===== src/rtl/cmos_frame_crop.sv =====
// Frame-qualifying crop stage: drops the partial frame at reset plus SKIP_FRAMES settling frames,
// then passes only the pixels inside the LCD window. Optional colour bars: `CROP_TEST_PATTERN_EN.
module cmos_frame_crop #(
   parameter int H_START     = 112,
   parameter int H_WIDTH     = 800,
   parameter int V_START     = 120,
   parameter int V_HEIGHT    = 480,
   parameter int SKIP_FRAMES = 10
) (
   input  logic        pclk,
   input  logic        rst_n,
   input  logic        vsync_i,
   input  logic        de_i,
   input  logic [15:0] pdata_i,
   input  logic        test_en,
   output logic        vsync_o,
   output logic        de_o,
   output logic [15:0] pdata_o,
   output logic        frame_start,
   output logic        short_line
);

   typedef enum logic [1:0] {
      WAIT_VS = 2'd0,
      SKIP    = 2'd1,
      RUN     = 2'd2
   } state_t;

   localparam logic [12:0] H_LO     = 13'(H_START);
   localparam logic [12:0] H_HI     = 13'(H_START + H_WIDTH);
   localparam logic [12:0] V_LO     = 13'(V_START);
   localparam logic [12:0] V_HI     = 13'(V_START + V_HEIGHT);
   localparam logic [12:0] SKIP_LIM = 13'(SKIP_FRAMES);
   localparam logic [11:0] CNT_MAX  = 12'hFFF;

   state_t      state_reg, state_next;
   logic [11:0] skip_cnt, skip_next;
   logic [12:0] skip_inc;
   logic [11:0] h_cnt, v_cnt;
   logic [11:0] h_eff, v_eff;
   logic        vs_d, de_d;
   logic        vs_rise, de_fall;
   logic        in_win, run_now;
   logic [15:0] pix_next;

   assign vs_rise = vsync_i & ~vs_d;
   assign de_fall = de_d & ~de_i;

   // A pixel coinciding with vs_rise is pixel 0 of line 0 of the new frame.
   assign h_eff = vs_rise ? 12'd0 : h_cnt;
   assign v_eff = vs_rise ? 12'd0 : v_cnt;

   assign in_win = ({1'b0, h_eff} >= H_LO) && ({1'b0, h_eff} < H_HI) &&
                   ({1'b0, v_eff} >= V_LO) && ({1'b0, v_eff} < V_HI) &&
                   (h_eff != CNT_MAX) && (v_eff != CNT_MAX);

   assign skip_inc = {1'b0, skip_cnt} + 13'd1;

   always_comb begin
      state_next = state_reg;
      skip_next  = skip_cnt;
      run_now    = (state_reg == RUN);
      case (state_reg)
         WAIT_VS: begin
            if (vs_rise) begin
               if (SKIP_FRAMES == 0) begin
                  state_next = RUN;
                  run_now    = 1'b1;
               end else begin
                  state_next = SKIP;
                  skip_next  = 12'd0;
               end
            end
         end
         SKIP: begin
            if (vs_rise) begin
               skip_next = skip_inc[11:0];
               if (skip_inc >= SKIP_LIM) begin
                  state_next = RUN;
                  run_now    = 1'b1;
               end
            end
         end
         RUN:     state_next = RUN;
         default: state_next = WAIT_VS;
      endcase
   end

`ifdef CROP_TEST_PATTERN_EN
   // Divide by H_WIDTH via a rounded-up reciprocal; 24 fractional bits keep it exact for any 12-bit width.
   localparam int    BAR_SHIFT = 24;
   localparam longint BAR_MUL  = ((longint'(8) <<< BAR_SHIFT) + longint'(H_WIDTH) - 1) / longint'(H_WIDTH);

   logic [11:0] bar_off;
   logic [39:0] bar_prod;
   logic [2:0]  bar_idx;
   logic [15:0] bar_rgb;

   assign bar_off  = h_eff - 12'(H_START);
   assign bar_prod = 40'(bar_off) * 40'(BAR_MUL);
   assign bar_idx  = 3'(bar_prod >> BAR_SHIFT);

   always_comb begin
      bar_rgb = 16'h0000;
      case (bar_idx)
         3'd0:    bar_rgb = 16'hFFFF;
         3'd1:    bar_rgb = 16'hFFE0;
         3'd2:    bar_rgb = 16'h07FF;
         3'd3:    bar_rgb = 16'h07E0;
         3'd4:    bar_rgb = 16'hF81F;
         3'd5:    bar_rgb = 16'hF800;
         3'd6:    bar_rgb = 16'h001F;
         default: bar_rgb = 16'h0000;
      endcase
   end

   assign pix_next = test_en ? bar_rgb : pdata_i;
`else
   logic unused_test_en;
   assign unused_test_en = test_en;
   assign pix_next       = pdata_i;
`endif

   always_ff @(posedge pclk or negedge rst_n) begin
      if (!rst_n) begin
         state_reg <= WAIT_VS;
         skip_cnt  <= 12'd0;
      end else begin
         state_reg <= state_next;
         skip_cnt  <= skip_next;
      end
   end

   always_ff @(posedge pclk or negedge rst_n) begin
      if (!rst_n) begin
         vs_d  <= 1'b0;
         de_d  <= 1'b0;
         h_cnt <= 12'd0;
         v_cnt <= 12'd0;
      end else begin
         vs_d <= vsync_i;
         de_d <= de_i;
         if (vs_rise)
            h_cnt <= de_i ? 12'd1 : 12'd0;
         else if (de_fall)
            h_cnt <= 12'd0;
         else if (de_i && h_cnt != CNT_MAX)
            h_cnt <= h_cnt + 12'd1;
         if (vs_rise)
            v_cnt <= 12'd0;
         else if (de_fall && v_cnt != CNT_MAX)
            v_cnt <= v_cnt + 12'd1;
      end
   end

   always_ff @(posedge pclk or negedge rst_n) begin
      if (!rst_n) begin
         vsync_o     <= 1'b0;
         de_o        <= 1'b0;
         pdata_o     <= 16'h0000;
         frame_start <= 1'b0;
         short_line  <= 1'b0;
      end else begin
         vsync_o     <= vsync_i;
         de_o        <= de_i & in_win & run_now;
         frame_start <= vs_rise & run_now;
         if (de_i && in_win)
            pdata_o <= pix_next;
         // On de_fall h_cnt holds the length of the line that just ended.
         if (state_reg == RUN && de_fall &&
             {1'b0, v_cnt} >= V_LO && {1'b0, v_cnt} < V_HI &&
             {1'b0, h_cnt} < H_HI)
            short_line <= 1'b1;
      end
   end

endmodule


===== config.mk =====
export PLATFORM = sky130hd
export DESIGN_NAME = cmos_frame_crop
export DESIGN_NICKNAME = d
export VERILOG_FILES = /design/src/rtl/cmos_frame_crop.sv
export SDC_FILE = /design/constraint.sdc
export NUM_CORES = 1
export LEC_CHECK = 0
export ABC_AREA = 1
export CAP_MARGIN = 20
export CORE_AREA = 4 4 121 123
export CTS_BUF_LIST = sky130_fd_sc_hd__clkbuf_8
export DETAILED_ROUTE_END_ITERATION = 10
export DIE_AREA = 0 0 125 127
export PLACE_DENSITY_LB_ADDON = 0.15
export REMOVE_ABC_BUFFERS = 1
export SLEW_MARGIN = 30
export SYNTH_ARGS = -nofsm -noshare
export SYNTH_HDL_FRONTEND = slang
export SYNTH_SLANG_ARGS = --single-unit

===== constraint.sdc =====
create_clock -name pclk -period 2.3 [get_ports pclk]
set_clock_uncertainty 0.05 [all_clocks]
set_input_delay 0.23 -clock pclk [delete_from_list [all_inputs] [get_ports pclk]]
set_output_delay 0.23 -clock pclk [all_outputs]
set_load 0.02 [all_outputs]

# Yosys cells after proc, flatten, opt, wreduce, memory -nomap -nowiden
# Cells that the tools add are included.
[op_classes]
n_addsub = 3
n_mux = 18
n_eq_ne = 9
n_bitwise = 7
magnitude_cmp = 8
n_reduce_logical = 18
[op_table]
columns = ["operator", "count"]
rows = [
  ["$mux 12", 9],
  ["$lt 12x10->1 const B", 4],
  ["$ne 12x12->1 const B", 4],
  ["$ge 12x7->1 const B", 3],
  ["$add 12x1->12 const B", 2],
  ["$pmux 12 s2", 1],
  ["$add 12x1->13 const B", 1],
  ["$ge 13x4->1 const B", 1],
  ["$logic_and 1x1->1", 12],
  ["$mux 2", 3],
  ["$ne 2x2->1 const B", 3],
  ["$pmux 2 s3", 1],
  ["$reduce_and 3->1", 2],
  ["$and 1x1->1", 5],
  ["$mux 1", 4],
  ["$reduce_bool 2->1", 2],
  ["$reduce_bool 3->1", 1],
  ["$eq 2x1->1 const B", 1],
  ["$eq 2x2->1 const B", 1],
  ["$logic_not 2->1", 1],
  ["$not 1->1", 2],
]
[totals]
regBits = 59
output_inout_bits = 20
word_cells = 73

# Logic depth before layout (Yosys ltp)
[logic_depth]
depth_word = 11
mapped_depth = 13
ltp_nobuf = 13

# Least setup slack after synthesis
# OpenSTA, ideal clock, no wires.
[synth_path]
path_type = "register to register"
startpoint = "register, netlist name vsync_o"
endpoint = "register pdata_o[10]"
setup_ns = 0.118
path_buffers = 2
arrival_ns = 1.486
path_stages_with_launch = 9
slack_ns = 0.646
path_cell_list = "dfrtp_1 > or2_1 > buf_4 > inv_2 > nor4_2 > nand4_2 > buf_2 > nand2_1 > o21ai_2"
[synth_rtl]
columns = ["element", "line_no", "text"]
rows = [
  ["to (signal assigned)", "168", "pdata_o <= pix_next;"],
  ["to (decl)", "18", "output logic [15:0] pdata_o,"],
]

# Worst setup path after layout
[layout_path]
startpoint = "register h_cnt[0]"
endpoint = "register h_cnt[8]"
[layout_via]
elab_chain_len = 4
[layout_lines]
columns = ["element", "line_no", "text"]
rows = [
  ["from (decl)", "39", "logic [11:0] h_cnt, v_cnt;"],
  ["from (signal assigned)", "144", "h_cnt <= de_i ? 12'd1 : 12'd0;"],
  ["from (signal assigned)", "148", "h_cnt <= h_cnt + 12'd1;"],
  ["$add 12x1->12", "148", ""],
  ["$mux 12", "147", "else if (de_i && h_cnt != CNT_MAX)"],
  ["$mux 12", "145", "else if (de_fall)"],
  ["$mux 12", "143", "if (vs_rise)"],
]
# Parallel ways exist; a longest one is shown, timed or not. The select of a mux whose other input is x is not followed.
# A chain may end at the register's enable or synchronous reset.

==> impl_metrics.yaml <==
placed_design:
  routabilityCongestion: 0.7644
  dpl.hpwl_microns: 5388
  port_buffers: 39
global_routing:
  grt_pass1_wl_microns: 13350
  grt_max_degree: 60
  grt_use_total_pct: 10.43
  overflow: 0
  antenna_found_initial: 0
  grt_pass1_vias: 2840
sta:
  tightest_slew_ns: 0.4053
  final.min_clock_period_ns: 1.998
  relSlewSlack_pct: 72.98
  tns_ns: 0
  max_freq_mhz: 500.5
  hold_viol: 0
  fin_crit_sh_pct: 86.88
  drv_slew: 0
  rsz0062_at_grt: "no"
  setup_viol: 0
hold_path:
  hold_depth: 1
  min_path_type: "in2reg"
  min_to: "vsync_o"
  hp-start: "vsync_i"
power_and_ir_drop:
  intPower_mw: 1.974
  peakVddDrop_mv: 0.3500
  seq_power_share_pct: 43.6
  power_density_nw_per_um2: 708.2
  p_switching_mw: 0.9586
  p_sw_share_pct: 32.68
  power_frac_comb_pct: 25.1
  power_mw: 2.933
  clock_power_share_pct: 31.3
  power_leakage_nw: 1.900
critical_path:
  critPathMaxStageDelay_ns: 0.41
  cp-start-kind: "register"
  r2r_cells: 10
  path_cells: "ha_1 -> inv_2 -> nor2_2 -> nand2_1 -> nor2_1 -> nand2_1 -> o21ai_4 -> nand2_2 -> a21oi_1 -> a21oi_1"
  endpoint_kind: "register"
  r2r-end: "h_cnt[8]"
  crit_arrival_ns: 2.17
  ff2ff_setup_slack_ns: 0.30
  critPathSlowestCell: "dfrtp_1"
  crit_fanout: 10
  critPathKind: "reg2reg"
  r2r-start: "h_cnt[0]"
  required_ns: 2.47
finish:
  n_antenna_cell: 0
  post-route-util_pct: 30.31
  nFillCells: 1500
  largest_register_ffs: 16
  areaGrowthSynthToFinish_pct: 24.30
  top_register: "pdata_o"
  drive_above_1_share_pct: 14.41
  fin_nets: 498
yosys:
  netlist_area_sq_um: 3332
  synth_fa_ha_area_share_pct: 3.004
  syn_inst: 418
  synth_compound_area_share_pct: 12.69
  synth_top_family_by_area: "simple AND/OR/NAND/NOR gates"
  synth_area_leaders: "dfrtp_1 44%, nand2_1 11%, inv_1 6.9%, nand3_1 4.4%, o21ai_2 3.9%"
  async_flop_share_pct: 100.0
  yosysWarningCount: 0
  ys_types: 40
  synth_xor_area_share_pct: 1.577
  synth_top_area_share_pct: 44.31
  ys.flop_type: "dfrtp_1"
  avgSynthCellArea_sq_um: 7.971
  synth_edf_count: 0
  ys_ff_latch: 59
  synth_top_area_cell: "dfrtp_1"
  synth-simple-area-share_pct: 28.46
  yosysSeqAreaShare_pct: 44.31
  synth_mux_area_share_pct: 0
route:
  wire_per_inst_microns: 11.73
  detail-route-antenna-nets: 0
  drc_errors: 0
  first_pass_iters: 4
  drt-total-wl_microns: 7649
  drt_iter0_markers: 94
  vias_per_cell: 4.275
  vias: 2787
clock_tree:
  cts.sinks: 59
  cts-root-buf: "clkbuf_8"
  clock_path_buffers: 2
  clk_latency_ns: 0.34
  cts_inserted_buffers: 9
  path_clk_slew_ns: 0.07
  tritoncts: "done"
  h-tree-depth: 3
  cts_resized: 0
floorplan:
  rows: 43
  fp.dieArea_sq_um: 15880
  io_pins: 41
  core_area_sq_um: 13670
  die_h_microns: 127
  initial_core_util_pct: 24.38
  fp.dieW_microns: 125
run_status:
  status: "completed"
job:
  maxCapViolCount: 0
-- worst max-delay path, delay by kind of cell, from the launching register on --
kind | cells | cell delay, ns
simple gates | 5 | 0.71
compound gates | 3 | 0.47
flops | 1 | 0.41
fa+ha+maj | 1 | 0.18
buf+inv | 1 | 0.05
-- cell type report --
class                   count  area [sq um]  share of cell area [%]
clock buffers              10         137.6                   3.323
clock inverters             4         43.79                   1.057
inverters                  71         266.5                   6.435
multi-input cells         280          1524                   36.80
flip-flops and latches     59          1476                   35.65
well taps                 180         225.2                   5.438
repair buffers             48         467.9                   11.30
-- metrics by stage --
step                instance area (sq um)  std cells  hold WS (ns)  worst slack [ns]
floorplan                            3267        410       -0.1156           0.04737
global placement                     3950        637        0.2288            0.2862
detailed placement                   3950        637        0.2297            0.2572
CTS                                  4141        652        0.2913            0.2834
global route                         4141        652        0.2944           0.08615
finish                               4141        652        0.3152            0.3018
-- placed cells by master, fill, tap and decap left out, types with 8 or more instances in the layout --
| cell | count |
|---|---|
| nand2_1 | 100 |
| inv_1 | 62 |
| dfrtp_1 | 59 |
| clkdlybuf4s50_1 | 38 |
| nor2_1 | 32 |
| nand3_1 | 29 |
| o21ai_1 | 19 |
| o21ai_2 | 15 |
| inv_2 | 10 |
| clkbuf_8 | 10 |
| o21ai_0 | 9 |
| a21oi_1 | 9 |
| o22ai_1 | 8 |
| ha_1 | 8 |
-- layer usage --
metal  GRT usage [%]  vias up  routed length (microns)
li1                -     1438                        -
met3           5.017        6                      535
met1           12.66     1290                     3600
met5               0        -                        0
met4           2.870        0                       94
met2           16.64       53                     3418
-- worst max path at each step --
stage	startpoint	end	slack, ns	cells past startpoint
floorplan	vsync_o	pdata_o[10]	0.05	6
global placement	vsync_i	pdata_o[9]	0.29	9
detailed placement	vsync_i	pdata_o[13]	0.26	9
CTS	h_cnt[0]	h_cnt[8]	0.28	10
global route	h_cnt[0]	h_cnt[8]	0.09	10
finish	h_cnt[0]	h_cnt[8]	0.30	10
-- kinds of logic after synthesis --
logic type                 count (synthesis)
xor gates and xnor gates                   6
DFF                                       59
AOI/OAI and AO/OA                         66
and+or+nand+nor                          200
buffers and inverters                     79
adders and majority gates                  8
-- synthesized netlist by cell type (2+ instances only) --
cell type,count
o22ai_1,8
a21oi_1,9
nor2_1,32
inv_2,10
nand2_1,100
xor2_1,6
nor4_1,3
nor2_4,3
dfrtp_1,59
buf_6,4
nor2_2,3
nor3_1,7
nand4_1,7
inv_1,61
o21ai_2,15
o21ai_1,19
nand3_1,29
nand3b_1,2
nand2_2,5
o21ai_0,9
ha_1,8
-- what timing repair did --
item                                   4_1_cts  5_1_grt
buffers inserted                             0        0
hold buffers                                 1        0
endpoints found under the hold margin       59        0
-- power groups by stage --
stage	Sequential, mW	Clock [mW]	Combinational, mW
after detailed placement	1.30	0	0.751
after global placement	1.29	0	0.738
after CTS	1.28	0.974	0.755
final	1.28	0.919	0.735
after global routing	1.30	1.03	0.849
after floorplan	1.31	0	0.462
(Power assumes the default switching activity.)
